--- src/rtl/compress_q_if.sv ---
// compress_q_if: stream bundle for the Kyber coefficient compressor.
//   in_valid / in_ready / in_data        : 12-bit coefficient input stream
//   out_valid / out_ready / out_data/err : D-bit compressed output stream
// slave modport is the compressor's view; master is the environment's view.
interface compress_q_if #(
    parameter int D = 4
);
    logic         in_valid;
    logic         in_ready;
    logic [11:0]  in_data;
    logic         out_valid;
    logic         out_ready;
    logic [D-1:0] out_data;
    logic         out_err;

    modport slave (
        input  in_valid, in_data, out_ready,
        output in_ready, out_valid, out_data, out_err
    );

    modport master (
        output in_valid, in_data, out_ready,
        input  in_ready, out_valid, out_data, out_err
    );
endinterface

--- src/rtl/compress_q.sv ---
// compress_q: pipelined Kyber coefficient compressor.
//   y = floor(((xr << D) + 1664) / 3329) mod 2^D, xr = x reduced once mod Q.
// Division is done by multiply-shift with M = floor(2^24/Q) followed by a
// single remainder correction.
// Ports:
//   clk   : clock, rising edge
//   rst_n : asynchronous active-low reset
//   bus   : compress_q_if.slave (input stream in, compressed stream out)
// Register chain: S1 (captured x) -> S2 (n, err) -> S3 (n, qe, err)
//                 -> S4 (qe, r, err) -> output register (y, err).
// A sample accepted on edge t is presented on out_valid after edge t+4.
module compress_q #(
    parameter int D = 4
) (
    input  logic        clk,
    input  logic        rst_n,
    compress_q_if.slave bus
);
    localparam int Q = 3329;
    localparam int M = 5039;

    generate
        if (D < 1 || D > 11) begin : g_bad_d
            $error("compress_q: D must be in 1..11");
        end
    endgenerate

    logic         w_en;

    logic         r_s1_valid;
    logic [11:0]  r_s1_x;

    logic         r_s2_valid;
    logic [22:0]  r_s2_n;
    logic         r_s2_err;

    logic         r_s3_valid;
    logic [22:0]  r_s3_n;
    logic [11:0]  r_s3_qe;
    logic         r_s3_err;

    logic         r_s4_valid;
    logic [11:0]  r_s4_qe;
    logic [12:0]  r_s4_r;
    logic         r_s4_err;

    logic         r_out_valid;
    logic [D-1:0] r_out_data;
    logic         r_out_err;

    logic         w_s1_err;
    logic [11:0]  w_s1_xr;
    logic [22:0]  w_s1_n;
    logic [11:0]  w_s2_qe;
    logic [12:0]  w_s3_r;
    logic [D-1:0] w_s4_y;

    // Whole pipe moves together; it only freezes when the output is held.
    assign w_en         = !r_out_valid || bus.out_ready;
    assign bus.in_ready = w_en;

    assign w_s1_err = (r_s1_x >= 12'(Q));
    assign w_s1_xr  = w_s1_err ? (r_s1_x - 12'(Q)) : r_s1_x;
    assign w_s1_n   = (23'(w_s1_xr) << D) + 23'd1664;

    // qe is floor(n/Q) or one less: M underestimates 2^24/Q by < 1 and n < 2^23,
    // so the truncation error of n*M/2^24 stays below 0.5.
    assign w_s2_qe = 12'((36'(r_s2_n) * 36'(M)) >> 24);

    // Remainder lies in [0, 2Q) and therefore fits in 13 bits.
    assign w_s3_r = 13'(24'(r_s3_n) - (24'(r_s3_qe) * 24'(Q)));

    assign w_s4_y = D'(r_s4_qe + 12'(r_s4_r >= 13'(Q)));

    always_ff @(posedge clk or negedge rst_n) begin
        if (!rst_n) begin
            r_s1_valid  <= 1'b0;
            r_s1_x      <= '0;
            r_s2_valid  <= 1'b0;
            r_s2_n      <= '0;
            r_s2_err    <= 1'b0;
            r_s3_valid  <= 1'b0;
            r_s3_n      <= '0;
            r_s3_qe     <= '0;
            r_s3_err    <= 1'b0;
            r_s4_valid  <= 1'b0;
            r_s4_qe     <= '0;
            r_s4_r      <= '0;
            r_s4_err    <= 1'b0;
            r_out_valid <= 1'b0;
            r_out_data  <= '0;
            r_out_err   <= 1'b0;
        end else if (w_en) begin
            r_s1_valid  <= bus.in_valid;
            r_s1_x      <= bus.in_data;

            r_s2_valid  <= r_s1_valid;
            r_s2_n      <= w_s1_n;
            r_s2_err    <= w_s1_err;

            r_s3_valid  <= r_s2_valid;
            r_s3_n      <= r_s2_n;
            r_s3_qe     <= w_s2_qe;
            r_s3_err    <= r_s2_err;

            r_s4_valid  <= r_s3_valid;
            r_s4_qe     <= r_s3_qe;
            r_s4_r      <= w_s3_r;
            r_s4_err    <= r_s3_err;

            r_out_valid <= r_s4_valid;
            // Output word only changes when a real sample lands, so it holds
            // its last value across bubbles.
            if (r_s4_valid) begin
                r_out_data <= w_s4_y;
                r_out_err  <= r_s4_err;
            end
        end
    end

    assign bus.out_valid = r_out_valid;
    assign bus.out_data  = r_out_data;
    assign bus.out_err   = r_out_err;

endmodule

--- src/flat_wrapper.sv ---
// flat-port wrapper written by rule: the top's interface ports become plain ports
module compress_q_flat 
#(
    parameter int D = 4
)
  (clk, rst_n, bus_in_valid, bus_in_data, bus_out_ready, bus_in_ready, bus_out_valid, bus_out_data, bus_out_err);
  compress_q_if #(.D(D)) bus_i ();
  input  logic clk;
  input  logic rst_n;
  input wire logic [$bits(bus_i.in_valid)-1:0] bus_in_valid;
  input wire logic [$bits(bus_i.in_data)-1:0] bus_in_data;
  input wire logic [$bits(bus_i.out_ready)-1:0] bus_out_ready;
  output wire logic [$bits(bus_i.in_ready)-1:0] bus_in_ready;
  output wire logic [$bits(bus_i.out_valid)-1:0] bus_out_valid;
  output wire logic [$bits(bus_i.out_data)-1:0] bus_out_data;
  output wire logic [$bits(bus_i.out_err)-1:0] bus_out_err;
  assign bus_i.in_valid = bus_in_valid;
  assign bus_i.in_data = bus_in_data;
  assign bus_i.out_ready = bus_out_ready;
  assign bus_in_ready = bus_i.in_ready;
  assign bus_out_valid = bus_i.out_valid;
  assign bus_out_data = bus_i.out_data;
  assign bus_out_err = bus_i.out_err;
  compress_q #(.D(D)) u_core (.clk(clk), .rst_n(rst_n), .bus(bus_i));
endmodule
--- config.mk ---
export PLATFORM = sky130hd
export DESIGN_NAME = compress_q_flat
export DESIGN_NICKNAME = d
export VERILOG_FILES = /design/src/rtl/compress_q_if.sv /design/src/rtl/compress_q.sv /design/src/flat_wrapper.sv
export SDC_FILE = /design/constraint.sdc
export NUM_CORES = 1
export LEC_CHECK = 0
export CAP_MARGIN = 20
export CORE_UTILIZATION = 35
export CTS_BUF_LIST = sky130_fd_sc_hd__clkbuf_4 sky130_fd_sc_hd__clkbuf_8
export CTS_CLUSTER_DIAMETER = 150
export DETAILED_ROUTE_END_ITERATION = 6
export HOLD_SLACK_MARGIN = 0.06
export SKIP_LAST_GASP = 1
export SYNTH_ARGS = -nofsm -noshare
export SYNTH_HDL_FRONTEND = slang
export SYNTH_SLANG_ARGS = --single-unit
--- constraint.sdc ---
create_clock -name clk -period 6.2 [get_ports clk]
set_input_delay 1.86 -clock clk [delete_from_list [all_inputs] [get_ports clk]]
set_output_delay 1.86 -clock clk [all_outputs]
set_load 0.05 [all_outputs]
==> qor.csv <==
metric,value,unit
outcome,"finished, final reports clean",
Clock Latency Late Sink,0.35,ns
Mapped Cells,707,
arrival time reported for the critical path endpoint,5.81,ns
Worst Path Max Fanout,8,
post-route minimum period,5.53,ns
boundary pin count,23,
vias per cell,4.76,
overall die width,141,um
GRT Resource Usage Total,0.150,
Detailed Route Iter0 Violations,205,
clock tree buffer depth,2,
cell total after placement,946,
RSZ-0062 raised after global routing,false,
number of placement rows,50,
Maximum Capacitance Violations,0,
pin count of the biggest net entering global routing,82,
Final Non-Filler Cells,963,
fraction of the core area covered by cells at the end of the flow,0.396,
area taken by flip-flops and latches,0.00173,mm^2
fraction of final layout cells with drive strength greater than 1,0.0535,
final count of pins violating max slew,0,
quantity of I/O buffers inserted on ports,22,
total via count after detailed routing,4588,
most common library cell in the layout ignoring fill and taps,sky130_fd_sc_hd__inv_1,
Floorplan Core Area,0.0188,mm^2
most used cells in the layout excluding fill and tap cells,"129 x sky130_fd_sc_hd__inv_1, 111 x sky130_fd_sc_hd__ha_1, 101 x sky130_fd_sc_hd__nand2_1",
Sinks on Clock Net,69,
reg2reg setup slack,0.67,ns
final wirelength,13.4,mm
mean instance size in the synthesized netlist,9.50,um^2
number of routed nets with antenna violations,0,
length of the first detailed-routing pass in iterations,4,
Worst Tran Pin Value,0.760,ns
final clock skew,0.0115,ns
fraction of the yosys area taken by sequential cells,0.257,
netlist area before placement,0.00672,mm^2
starting density of the core,0.358,
initial antenna violation count,0,
kind of end point of the critical path,flip-flop,
number of distinct library cell variants in the gate-level netlist after synthesis,64,
share of flip-flops with an asynchronous set or reset after synthesis,1.00,
ys flop type,sky130_fd_sc_hd__dfrtp_1,
post-synthesis sequential element count,69,
Nets,912,
number of synthesized flops with an enable pin,0,
synthesized netlist net count,895,
die span in y,141,um
global-route wire length before repair,23.4,mm
CTS Root Buffer Type,sky130_fd_sc_hd__clkbuf_8,
post-CTS clock slew at the launch and capture registers of the worst setup and hold paths,0.07,ns
fillcell total,1875,
final hold violation count,0,
vias in the first global route,4762,
Post CTS Setup Buffer Count,0,
antenna diode count,0,
combined area of the multi-input logic cells,0.00442,mm^2
total of endpoints with negative setup slack in the final report,0,
overflow left after global routing,0,
H-Tree Depth,3,
number of cells upsized or downsized after cts,0,
headroom to the max-slew limit,0.493,
drc violations,0,
class of the tightest hold or removal check,reg -> reg,
TritonCTS Buffers,9,
DP HPWL,10.7,mm
post-DR wirelength/cell,13.9,um
TritonCTS clock tree,done,
Final Cycle Share,0.891,
synthesis-to-layout area growth,10.8,%
CP Launch Type,flip-flop,
Yosys warning count,0,
Die Area,0.0197,mm^2
highest clock rate,181,MHz
data required time at the worst endpoint,6.48,ns
CTS hold repair buffers,0,
class of the most critical setup path,reg -> reg,
last weighted congestion value of the routability-driven placer,0.831,
total negative slack,0,ns
-- kinds of logic (layout without fill, tap and decap cells) --
group	Yosys count	count (layout)	synth area share
AO/OA/AOI/OAI	106	106	0.102
XOR/XNOR	28	28	0.0365
adder cells (fa/ha/maj)	172	172	0.389
buffers and inverters	150	172	0.0855
flip-flops	69	69	0.257
multiplexers	6	6	0.00950
AND/OR/NAND/NOR	176	176	0.121
-- synth_stat cells, types with 5 or more instances --
cell / count / area share
sky130_fd_sc_hd__nor3_1: 5 / 0.0037
sky130_fd_sc_hd__nand3_1: 10 / 0.0075
sky130_fd_sc_hd__o21ai_0: 34 / 0.025
sky130_fd_sc_hd__a21oi_1: 26 / 0.019
sky130_fd_sc_hd__ha_1: 111 / 0.21
sky130_fd_sc_hd__xnor2_1: 22 / 0.029
sky130_fd_sc_hd__inv_1: 129 / 0.072
sky130_fd_sc_hd__fa_1: 61 / 0.18
sky130_fd_sc_hd__nand2_1: 101 / 0.056
sky130_fd_sc_hd__clkbuf_1: 18 / 0.010
sky130_fd_sc_hd__xor2_1: 6 / 0.0078
sky130_fd_sc_hd__nor2_1: 26 / 0.015
sky130_fd_sc_hd__dfrtp_1: 69 / 0.26
-- cell type report --
| class | count | area share |
|---|---|---|
| well taps | 234 | 0.0394 |
| clock inverters | 5 | 0.0111 |
| multi-input cells | 488 | 0.594 |
| repair buffers | 26 | 0.0370 |
| clock buffers | 11 | 0.0204 |
| inverters | 130 | 0.0656 |
| flip-flops and latches | 69 | 0.232 |
-- critical path, stage by stage, from the launching register on --
cell and delay, ns:
sky130_fd_sc_hd__dfrtp_1 0.62, sky130_fd_sc_hd__inv_1 0.12, sky130_fd_sc_hd__fa_1 0.54, sky130_fd_sc_hd__inv_1 0.05
sky130_fd_sc_hd__ha_1 0.32, sky130_fd_sc_hd__fa_1 0.48, sky130_fd_sc_hd__fa_1 0.49, sky130_fd_sc_hd__inv_1 0.05
sky130_fd_sc_hd__fa_1 0.52, sky130_fd_sc_hd__inv_1 0.04, sky130_fd_sc_hd__ha_1 0.29, sky130_fd_sc_hd__and4_1 0.24
sky130_fd_sc_hd__nor3b_1 0.20, sky130_fd_sc_hd__a221oi_1 0.12, sky130_fd_sc_hd__a21oi_1 0.42, sky130_fd_sc_hd__a211oi_1 0.22
sky130_fd_sc_hd__or4b_2 0.64, sky130_fd_sc_hd__nand3_1 0.08
-- state kept, by name, indices dropped and copies added, names as in the netlist, 3 cells and up --
register	count
u_core.r_s1_x	12
u_core.r_s2_n	13
u_core.r_s4_r	13
u_core.r_s4_qe	3
u_core.r_s3_qe	6
u_core.r_s3_n	9
u_core.bus.out_data	4
-- worst paths after layout --
kind / startpoint / to / depth (start not counted)
max: u_core.r_s2_n[14] / u_core.r_s3_qe[5] / 17
min: u_core.r_s4_err / u_core.r_s4_err / 2
max reg2reg: u_core.r_s2_n[14] / u_core.r_s3_qe[5] / 17
min reg2reg: u_core.r_s4_err / u_core.r_s4_err / 2
max in group asynchronous: rst_n / u_core.r_s2_n[8] / 3
min in group asynchronous: rst_n / u_core.r_s2_valid / 1
-- per-stage QoR --
step                hold slack [ns]  worst slack [ns]  instance area (um^2)
floorplan                     0.435              1.20                  6720
CTS                           0.474             0.612                  7410
detailed placement            0.456             0.652                  7180
global placement              0.451             0.739                  7180
finish                        0.468             0.673                  7440
global route                  0.494             0.390                  7440
-- per-layer routing --
layer,track usage,vias to the layer above,share of wire
li1,-,2346,-
met2,0.250,33,0.48
met3,0.0260,8,0.019
met5,0,-,0
met1,0.205,2201,0.49
met4,0.0263,0,0.0067
Power is not shown: default switching activity piles up to over one toggle a cycle in this logic, so the estimate is an artifact.
